### config.mk
export PLATFORM = sky130hd
export DESIGN_NAME = llki_mock_tss_keymgr
export DESIGN_NICKNAME = d
export VERILOG_FILES = /design/src/rtl/llki_mock_tss_keymgr.sv
export SDC_FILE = /design/constraint.sdc
export NUM_CORES = 1
export LEC_CHECK = 0
export CAP_MARGIN = 20
export CORE_AREA = 3 3 427 429
export DETAILED_ROUTE_END_ITERATION = 10
export DIE_AREA = 0 0 430 432
export PLACE_DENSITY = 0.41
export SLEW_MARGIN = 40
export SYNTH_ARGS = -nofsm -noshare
export SYNTH_HDL_FRONTEND = slang
export SYNTH_SLANG_ARGS = --single-unit
### constraint.sdc
create_clock -name clk -period 2.3 [get_ports clk]
set_input_delay 0.69 -clock clk [delete_from_list [all_inputs] [get_ports clk]]
set_output_delay 0.69 -clock clk [all_outputs]
set_load 0.01 [all_outputs]
### src/rtl/llki_mock_tss_keymgr.sv
// ----------------------------------------------------------------------------
// llki_mock_tss_keymgr
//
// Mock LLKI key manager sitting in front of a TSS-wrapped core. It accepts a
// KEY_WORDS x 64-bit key over a simple valid/ready channel. It obfuscates the
// host data path with (MOCK_KEY ^ loaded key). It gates the host start strobe
// until a full key has been loaded.
//
// Key channel handshake: a word transfers on every rising edge where
// llkid_key_valid && llkid_key_ready are both high and llkid_clear_key is low.
// The ready signal is registered. It is high only in IDLE/LOAD, and it is low
// during reset, in COMPLETE and in CLEAR. Once the key is complete, valid is
// still observed, but only to flag overflow.
//
// Ports
//   clk                 sole clock, rising edge
//   rst                 synchronous active-high reset
//   llkid_key_data      64-bit key word
//   llkid_key_valid     key word valid
//   llkid_key_ready     key word accepted when valid && ready
//   llkid_key_complete  all KEY_WORDS loaded
//   llkid_clear_key     clear request (pulse)
//   llkid_clear_key_ack one-cycle acknowledge, high while in CLEAR
//   key_overflow        sticky: word offered after completion
//   core_data_in        plaintext block from host
//   core_data_out       obfuscated block to core (combinational)
//   core_start_in       host start strobe
//   core_start_out      start strobe gated by key completion (combinational)
//   blocked_starts      saturating count of starts rejected while incomplete
//   dbg_state           current FSM state (IDLE=0, LOAD=1, COMPLETE=2, CLEAR=3)
// ----------------------------------------------------------------------------
module llki_mock_tss_keymgr #(
   parameter int                      KEY_WORDS = 8,
   parameter int                      DATA_W    = 512,
   parameter logic [64*KEY_WORDS-1:0] MOCK_KEY  = '0
) (
   input  logic              clk,
   input  logic              rst,
   input  logic [63:0]       llkid_key_data,
   input  logic              llkid_key_valid,
   output logic              llkid_key_ready,
   output logic              llkid_key_complete,
   input  logic              llkid_clear_key,
   output logic              llkid_clear_key_ack,
   output logic              key_overflow,
   input  logic [DATA_W-1:0] core_data_in,
   output logic [DATA_W-1:0] core_data_out,
   input  logic              core_start_in,
   output logic              core_start_out,
   output logic [7:0]        blocked_starts,
   output logic [1:0]        dbg_state
);

   localparam int KEY_W = 64 * KEY_WORDS;
   localparam int CNT_W = (KEY_WORDS > 1) ? $clog2(KEY_WORDS) : 1;
   localparam logic [CNT_W-1:0] LAST_IDX = CNT_W'(KEY_WORDS - 1);

   typedef enum logic [1:0] {
      ST_IDLE     = 2'd0,
      ST_LOAD     = 2'd1,
      ST_COMPLETE = 2'd2,
      ST_CLEAR    = 2'd3
   } state_t;

   state_t           r_state;
   state_t           w_state_nxt;
   logic [KEY_W-1:0] r_key;
   logic [CNT_W-1:0] r_cnt;
   logic             r_ready;
   logic             r_complete;
   logic             r_overflow;
   logic [7:0]       r_blocked;

   logic w_clear_req;
   logic w_accept;
   logic w_last;

   // A clear seen while already clearing is dropped, so only one ack is produced.
   assign w_clear_req = llkid_clear_key && (r_state != ST_CLEAR);
   // A clear beats a simultaneous key word; that word is discarded.
   assign w_accept    = llkid_key_valid && r_ready && !llkid_clear_key;
   assign w_last      = w_accept && (r_cnt == LAST_IDX);

   // ---------------------------------------------------------------- FSM
   always_ff @(posedge clk) begin
      if (rst) begin
         r_state <= ST_IDLE;
      end else begin
         r_state <= w_state_nxt;
      end
   end

   always_comb begin
      w_state_nxt = r_state;
      if (w_clear_req) begin
         w_state_nxt = ST_CLEAR;
      end else begin
         case (r_state)
            ST_IDLE, ST_LOAD: begin
               if (w_last) begin
                  w_state_nxt = ST_COMPLETE;
               end else if (w_accept) begin
                  w_state_nxt = ST_LOAD;
               end
            end
            ST_COMPLETE: w_state_nxt = ST_COMPLETE;
            ST_CLEAR:    w_state_nxt = ST_IDLE;
            default:     w_state_nxt = ST_IDLE;
         endcase
      end
   end

   // ------------------------------------------------------------ datapath
   always_ff @(posedge clk) begin
      if (rst) begin
         r_key      <= '0;
         r_cnt      <= '0;
         r_ready    <= 1'b0;
         r_complete <= 1'b0;
         r_overflow <= 1'b0;
         r_blocked  <= 8'd0;
      end else if (w_clear_req) begin
         r_key      <= '0;
         r_cnt      <= '0;
         r_ready    <= 1'b0;
         r_complete <= 1'b0;
         r_overflow <= 1'b0;
         r_blocked  <= 8'd0;
      end else begin
         // Ready follows the state being entered, so it is valid as a register.
         r_ready <= (w_state_nxt == ST_IDLE) || (w_state_nxt == ST_LOAD);

         if (w_accept) begin
            for (int i = 0; i < KEY_WORDS; i++) begin
               if (r_cnt == CNT_W'(i)) begin
                  r_key[64*i +: 64] <= llkid_key_data;
               end
            end
            r_cnt <= w_last ? '0 : r_cnt + CNT_W'(1);
         end

         if (w_last) begin
            r_complete <= 1'b1;
         end

         if ((r_state == ST_COMPLETE) && llkid_key_valid) begin
            r_overflow <= 1'b1;
         end

         if (core_start_in && !r_complete && (r_blocked != 8'hFF)) begin
            r_blocked <= r_blocked + 8'd1;
         end
      end
   end

   // ------------------------------------------------------------- outputs
   // XOR over the key region is word-wise by construction; upper bits pass.
   always_comb begin
      core_data_out            = core_data_in;
      core_data_out[KEY_W-1:0] = core_data_in[KEY_W-1:0] ^ MOCK_KEY ^ r_key;
   end

   assign core_start_out      = core_start_in && r_complete;
   assign llkid_key_ready     = r_ready;
   assign llkid_key_complete  = r_complete;
   assign llkid_clear_key_ack = (r_state == ST_CLEAR);
   assign key_overflow        = r_overflow;
   assign blocked_starts      = r_blocked;
   assign dbg_state           = r_state;

endmodule

== Word-level counts from Yosys, hierarchy flattened ==
Index checks and enable logic that the tools add are counted.
W data, S select, Z words.

* Bits of input ports: 581
* Flip-flop bits (word level): 528
* Output and inout bits: 527

* Add/sub/neg operators: 2
* Muxes and demuxes: 5
* Equal/unequal tests: 13
* Reduce and logical (&&, ||, !) cells: 24
* Bitwise gates (word level): 1

{| class="wikitable"
|+ Operators by type and width
! kind !! number
|-
| $xor A512 B512 Y512 || 1
|-
| $reduce_and A2 Y1 || 8
|-
| $eq A3 B3 Y1 const B || 4
|-
| $add A8 B1 Y8 const B || 1
|-
| $logic_and A1 B1 Y1 || 8
|-
| $ne A8 B8 Y1 const B || 1
|-
| $eq A3 B2 Y1 const B || 2
|-
| $mux W2 || 3
|-
| $pmux W2 S3 || 1
|-
| $eq A2 B1 Y1 const B || 2
|-
| $eq A2 B2 Y1 const B || 2
|-
| $logic_not A2 Y1 || 2
|-
| $reduce_or A2 Y1 || 2
|-
| $add A3 B1 Y3 const B || 1
|-
| $eq A3 B1 Y1 const B || 1
|-
| $logic_not A3 Y1 || 1
|-
| $mux W3 || 1
|-
| $logic_not A1 Y1 || 2
|-
| $ne A2 B2 Y1 const B || 1
|-
| $logic_or A1 B1 Y1 || 1
|}

== Logic depth before layout (Yosys ltp) ==
Gate-level depths: netlist of run 1.

* Word-level depth: 8
* Gate-level depth with buffers: 8
* Depth with buffers taken out: 6

== Worst setup path after synthesis of run 1 ==
Ideal clock, no wire load.

* Kind: input to register
* From: input llkid_clear_key
* To: register r_key[100]
* Stages: 6
* Path buffers: 2
* Path slack: 0.539 ns
* Arrival: 1.629 ns
* Data required time: 2.168 ns
* Cell sequence: nand3b_1 -> or2_2 -> buf_2 -> buf_2 -> nand2_1 -> a21oi_1

* Longest elaborated chain between the ends: 3

{| class="wikitable"
|+ Ends and longest elaborated chain
! what !! line !! source
|-
| start, declared || 43 || <nowiki>input logic llkid_clear_key,</nowiki>
|-
| $logic_not A1 Y1 || 81 || <nowiki>assign w_accept = llkid_key_valid && r_ready && !llkid_clear_key;</nowiki>
|-
| $logic_and A1 B1 Y1 || 81 ||
|-
| $reduce_and A2 Y1 (no line) || - ||
|-
| end signal, assigned by index || 136 || <nowiki>r_key[64*i +: 64] <= llkid_key_data;</nowiki>
|-
| end, declared || 67 || <nowiki>logic [KEY_W-1:0] r_key;</nowiki>
|}

Several ways; a longest one is shown, not always the timed one.
A chain may end at the register's enable or synchronous reset.

== Worst setup path after layout of run 1 ==
* From: input core_data_in[301]
* To: output core_data_out[301]

* Longest elaborated chain between the ends: 1

{| class="wikitable"
|+ Ends and longest elaborated chain
! what !! line !! source
|-
| start, declared || 46 || <nowiki>input logic [DATA_W-1:0] core_data_in,</nowiki>
|-
| $xor A512 B512 Y512 || 160 || <nowiki>core_data_out[KEY_W-1:0] = core_data_in[KEY_W-1:0] ^ MOCK_KEY ^ r_key;</nowiki>
|-
| end, declared || 47 || <nowiki>output logic [DATA_W-1:0] core_data_out,</nowiki>
|}

No other way between the ends.

==> results.cfg, run 1 <==
[critical_path]
cp.arrival_ns = 1.61
worstSetupPathType = in -> out
required_ns = 1.61
critPathCaptureType = output port
r2r_end = r_key[179]
ff2ff_setup_slack_ns = 0.46
worstSetupStartpointType = primary input
reg2reg_depth = 5
worstReg2RegStart = r_cnt[2]
path_max_fanout = 1
crit_start = core_data_in[301]
crit_end = core_data_out[301]

[grt]
antenna_found_initial = 34
grt_use_met1_pct = 20.0
grt_pass1_vias = 23300
grt_pass1_wl_mm = 201
grt_start_max_net_pins = 45
grt_overflow = 0
grt_util_met2_pct = 27.2
grtUsageTotal_pct = 15.7
top_usage_layer = met2
grt_util_met3_pct = 3.69

[clock_tree]
numCtsBuffers = 70
path_clk_slew_ns = 0.05
htree_levels = 3
cts_root_buffer = clkbuf_16
cts_tree = built
cts_setup_buffers = 0
cts.sinks = 528
clk_path_buf_depth = 3
clk_latency_ns = 0.65

[drt]
vias = 23700
vias_per_cell = 3.65
wl_per_cell_um = 23.7
drt-pass1-iter-count = 5
detail_route.iter0.violations = 1581
drc = 0
final_antenna_net_count = 0
drt_wl_total_mm = 153

[finish]
area_growth_pct = 72.1
nets = 4648
fin_cells = 6476
postLayoutCoreUtil_pct = 22.4
drive_gt1_share_pct = 19.2

[sta]
fmax_mhz = 435
setup_viol_count_final = 0
max_slew_margin_pct = 61.3
period_share_pct = 99.9
drv_slew = 0
post-route-min-period_ns = 2.30
hold_viol = 0
fin_worst_skew_ns = 0.0405
tightest_slew_ns = 0.579
grt_setup_unrepaired = false

[yosys]
syn_area_per_cell_um2 = 8.03
synth_cells = 2896
synth_top_area_cell = dfxtp_1
synth_ff_type = dfxtp_1
synth_edf_count = 0
synth_most_common_cell = nand2_1
yosysWarnings = 0
ys_seq_elements = 528
synth_seq_area_share_pct = 45.4
synth.distinct_cells = 35
async_reset_ff_share_pct = 0
syn_nets = 3484
synth_common_cells = nand2_1 (1032), dfxtp_1 (528), a21oi_1 (517)
synth_top_area_share_pct = 45.4
synth_area_um2 = 23300
synth_area_leaders = dfxtp_1 (45%), xor2_1 (19%), nand2_1 (17%)

[floorplan]
die_x_um = 430
boundaryPins = 1108
rows = 155
design.die.area_um2 = 186000
core-area_um2 = 179000
initial_core_util_pct = 13.0
fp.dieH_um = 432

[placement]
io_buffer_count = 1107
gp_congestion = 0.944
dp_hpwl_mm = 123
dp.cells = 6344

[power]
ir_drop_uv = 479
leakage_nw = 16.2
power_density_nw_per_um2 = 600

[worst_hold_path]
hold_path_class = reg -> reg
min_path_cells = 2

[flow_run]
cap_violations = 0

[run_status]
outcome = finished, final reports clean
## final cells by class
| type | count | area (um^2) |
|---|---|---|
| antenna | 7 | 17.5 |
| timing repair buffer | 1319 | 12200 |
| fill | 19800 | 139000 |
| clock buffer | 101 | 2080 |
| multi-input combinational | 2136 | 11900 |
| tap | 2355 | 2950 |
| inverter | 5 | 18.8 |
| clock inverter | 25 | 310 |
| sequential | 528 | 10600 |
## cell usage in the layout (no fill, tap or decap), types with 12 or more instances in the layout
master	count
nand2_1	1032
a21oi_1	517
dfxtp_1	489
xor2_1	477
clkdlybuf4s50_1	459
buf_4	185
dlygate4sd2_1	153
clkbuf_2	127
buf_2	119
clkdlybuf4s15_1	81
clkbuf_16	72
buf_12	62
buf_6	52
dlymetal6s2s_1	41
clkdlybuf4s15_2	40
xor2_2	32
dfxtp_2	27
clkbuf_8	17
clkbuf_1	12
dfxtp_4	12
## metal layers
| metal | wire, um | share of wire (%) |
|---|---|---|
| met1 | 65900 | 43 |
| met2 | 75800 | 49 |
| met3 | 9330 | 6.1 |
| met4 | 2240 | 1.5 |
| met5 | 27 | 0.018 |
## cells by family after synthesis
group,after synthesis,synth area share [%]
buf+inv,232,5.32
compound gates,532,11.5
mux,1,0.0430
xor+xnor,513,19.3
flops,528,45.4
simple gates,1083,18.0
fa+ha+maj,7,0.376
## repair_timing
action | in CTS | in global routing
hold buffers | 0 | 0
resized for setup | 1317 | 380
setup endpoints to repair | 510 | 299
pin swaps | 24 | 10
hold endpoints to repair | 0 | 0
## worst min-delay path by stage
stage | from | end
after detailed placement | r_key[449] | r_key[449]
final | r_key[450] | r_key[450]
after floorplan | r_key[0] | r_key[0]
after global routing | r_key[449] | r_key[449]
after CTS | r_key[449] | r_key[449]
after global placement | r_key[490] | r_key[490]
## worst max-delay path, stage by stage
cell             delay (ns)
clkdlybuf4s50_1        0.49
xor2_1                 0.15
clkdlybuf4s15_1        0.28
## per-stage QoR
stage	cell area, um^2	TNS, ns	setup slack, ns	hold WS, ns	total power, mW
after floorplan	23300	0	0.539	0.448	10.3
after detailed placement	38400	-257.06	-0.921	0.456	13.3
after global placement	38400	-244.17	-0.960	0.451	13.3
after CTS	40600	-0.00704	-0.00704	0.463	24.6
after global routing	40000	0	0.000241	0.480	25.1
final	40000	0	0.00221	0.463	24.0
## power breakdown
part	total, mW	leakage (nW)	switching [mW]	internal, mW
Clock	11.4	1.17	4.57	6.78
Sequential	9.18	4.27	0.0231	9.15
Combinational	3.51	10.8	1.73	1.77
## registers in the layout (all words and copies together), names as in the netlist
| name | count |
|---|---|
| llkid_key_complete | 1 |
| r_key | 512 |
| blocked_starts | 8 |
| r_cnt | 3 |
| llkid_key_ready | 1 |
| dbg_state | 2 |
| key_overflow | 1 |
(Power assumes the default switching activity.)
==> run 2, diff against run 1 <==
--- a/config.mk
+++ b/config.mk
@@ -10,6 +10,7 @@
 export DETAILED_ROUTE_END_ITERATION = 10
 export DIE_AREA = 0 0 430 432
 export PLACE_DENSITY = 0.41
+export SETUP_SLACK_MARGIN = 0.3
 export SLEW_MARGIN = 40
 export SYNTH_ARGS = -nofsm -noshare
 export SYNTH_HDL_FRONTEND = slang
==> run 2 against run 1 <==
Compared with the run above: first-iteration DRC count down 5.8%; clock skew is 0.00073 ns higher; register-to-register slack is essentially flat; clock power barely moved; die area did not move; via count is 1.4% higher; sequential power is 0.4% lower; routed wire length grew 0.34%; cell area increased by 2.1%; setup slack better by 0.017 ns; clock-buffer cell count stayed put; combinational power down 1%; largest cell class unchanged.
==> results.cfg, run 2 (same netlist as run 1, synthesis figures left out) <==
[placement]
placed_cell_area_um2 = 38400
gp_congestion = 0.944
io_buffer_count = 1107
dp_hpwl_mm = 123

[clock_tree]
clk_path_buf_depth = 3
clk_latency_ns = 0.65
cts.sinks = 528
cts_root_buffer = clkbuf_16
numCtsBuffers = 70
cts_hold_buf = 0
cts_tree = built
path_clk_slew_ns = 0.05
htree_levels = 3

[grt]
top_usage_layer = met2
grt_start_max_net_pins = 45
grt_util_met3_pct = 3.74
grt_pass1_vias = 23300
grt_use_met1_pct = 20.0
grtUsageTotal_pct = 15.7
antenna_found_initial = 54
grt_pass1_wl_mm = 201
grt_overflow = 0
grt_util_met2_pct = 27.2

[floorplan]
core-area_um2 = 179000
fp.dieH_um = 432
boundaryPins = 1108
design.die.area_um2 = 186000
rows = 155
die_x_um = 430
initial_core_util_pct = 13.0

[power]
power_frac_clock_pct = 47.4
p_int_mw = 17.6
p_comb_share_pct = 14.4
ir_drop_uv = 479
swShare_pct = 26.5
pwr-share-seq_pct = 38.2
leakage_nw = 17.7
p_total_mw = 24.0
p_sw_mw = 6.35
power_density_nw_per_um2 = 586

[critical_path]
critPathCaptureType = output port
cp.arrival_ns = 1.59
reg2reg_depth = 5
required_ns = 1.61
path_max_fanout = 1
worstSetupStartpointType = primary input
worstSetupPathType = in -> out

[finish]
multi_input_area_um2 = 12000
n_fill_cell = 19800
nets = 4673
layout_common_cells = nand2_1 (1032), a21oi_1 (517), xor2_1 (464), clkdlybuf4s50_1 (270), dfxtp_1 (258)
final_common_cell = nand2_1
regMostFlops = r_key
largest_reg_flops = 512
drive_gt1_share_pct = 26.8
final_cell_area_um2 = 40900
area_growth_pct = 75.6
final-seq-area_um2 = 11000

[sta]
max_slew_margin_pct = 61.9
drv_slew = 0
whs_ns = 0.456
fmax_mhz = 438
fin_worst_skew_ns = 0.0412
post-route-min-period_ns = 2.28
grt_setup_unrepaired = true
hold_viol = 0
period_share_pct = 99.2
tightest_slew_ns = 0.569
setup_viol_count_final = 0

[drt]
drc = 0
wl_per_cell_um = 23.7
vias_per_cell = 3.69
final_antenna_net_count = 0
drt-pass1-iter-count = 5
detail_route.iter0.violations = 1490
vias = 24000
drt_wl_total_mm = 154

[flow_run]
cap_violations = 0

[worst_hold_path]
min_path_cells = 2
hold_path_class = reg -> reg

[run_status]
outcome = finished, final reports clean
[run 2: worst max-delay path, cell delays in order]
cell and delay [ns]:
clkdlybuf4s50_1 0.47, xor2_1 0.13, dlygate4sd2_1 0.30
[run 2: cell type report]
| type | instances | area share [%] |
|---|---|---|
| clock inverter | 25 | 0.759 |
| inverter | 5 | 0.0459 |
| tap | 2355 | 7.21 |
| sequential | 528 | 26.9 |
| timing repair buffer | 1344 | 30.5 |
| clock buffer | 101 | 5.09 |
| multi-input combinational | 2136 | 29.5 |
| antenna | 5 | 0.0306 |
[run 2: layer usage]
| layer | vias to the layer above | routed length, um |
|---|---|---|
| li1 | 11500 | - |
| met1 | 11500 | 66700 |
| met2 | 791 | 75500 |
| met3 | 179 | 8870 |
| met4 | 6 | 2740 |
| met5 | - | 41 |
[run 2: metrics by stage]
stage	TNS, ns	std cells	worst slack, ns	util, %
after floorplan	0	2896	0.539	-
after detailed placement	-257.06	6344	-0.921	21.5
final	0	6499	0.0189	22.9
after global routing	0	6497	0.0119	22.9
after CTS	-0.0755	6471	-0.00701	22.8
after global placement	-244.17	6344	-0.960	21.5
[run 2: what timing repair did]
action | 4_1_cts | 5_1_grt
setup endpoints to repair | 527 | 552
resized for setup | 1528 | 924
endpoints found under the hold margin | 0 | 0
setup buffers | 1 | 23
pin swaps | 68 | 62
[run 2: final timing paths]
| check | start | end | slack, ns |
|---|---|---|---|
| max | core_data_in[132] | core_data_out[132] | 0.02 |
| min | r_key[485] | r_key[485] | 0.46 |
| max reg2reg | r_cnt[2] | r_key[170] | 0.46 |
| min reg2reg | r_key[485] | r_key[485] | 0.46 |
[run 2: power groups by stage]
stage	clock network [mW]	logic, mW	registers, mW
final	11.4	3.46	9.14
after global routing	12.2	3.66	9.14
after floorplan	0	0.923	9.38
after detailed placement	0	3.87	9.39
after global placement	0	3.88	9.39
after CTS	11.8	3.59	9.16
==> run 3, diff against run 2 <==
--- a/config.mk
+++ b/config.mk
@@ -9,6 +9,7 @@
 export CORE_AREA = 3 3 427 429
 export DETAILED_ROUTE_END_ITERATION = 10
 export DIE_AREA = 0 0 430 432
+export HOLD_SLACK_MARGIN = 0.1
 export PLACE_DENSITY = 0.41
 export SETUP_SLACK_MARGIN = 0.3
 export SLEW_MARGIN = 40
==> results of run 3 <==
Final layout, timing and power as in run 2 (identical DEF).
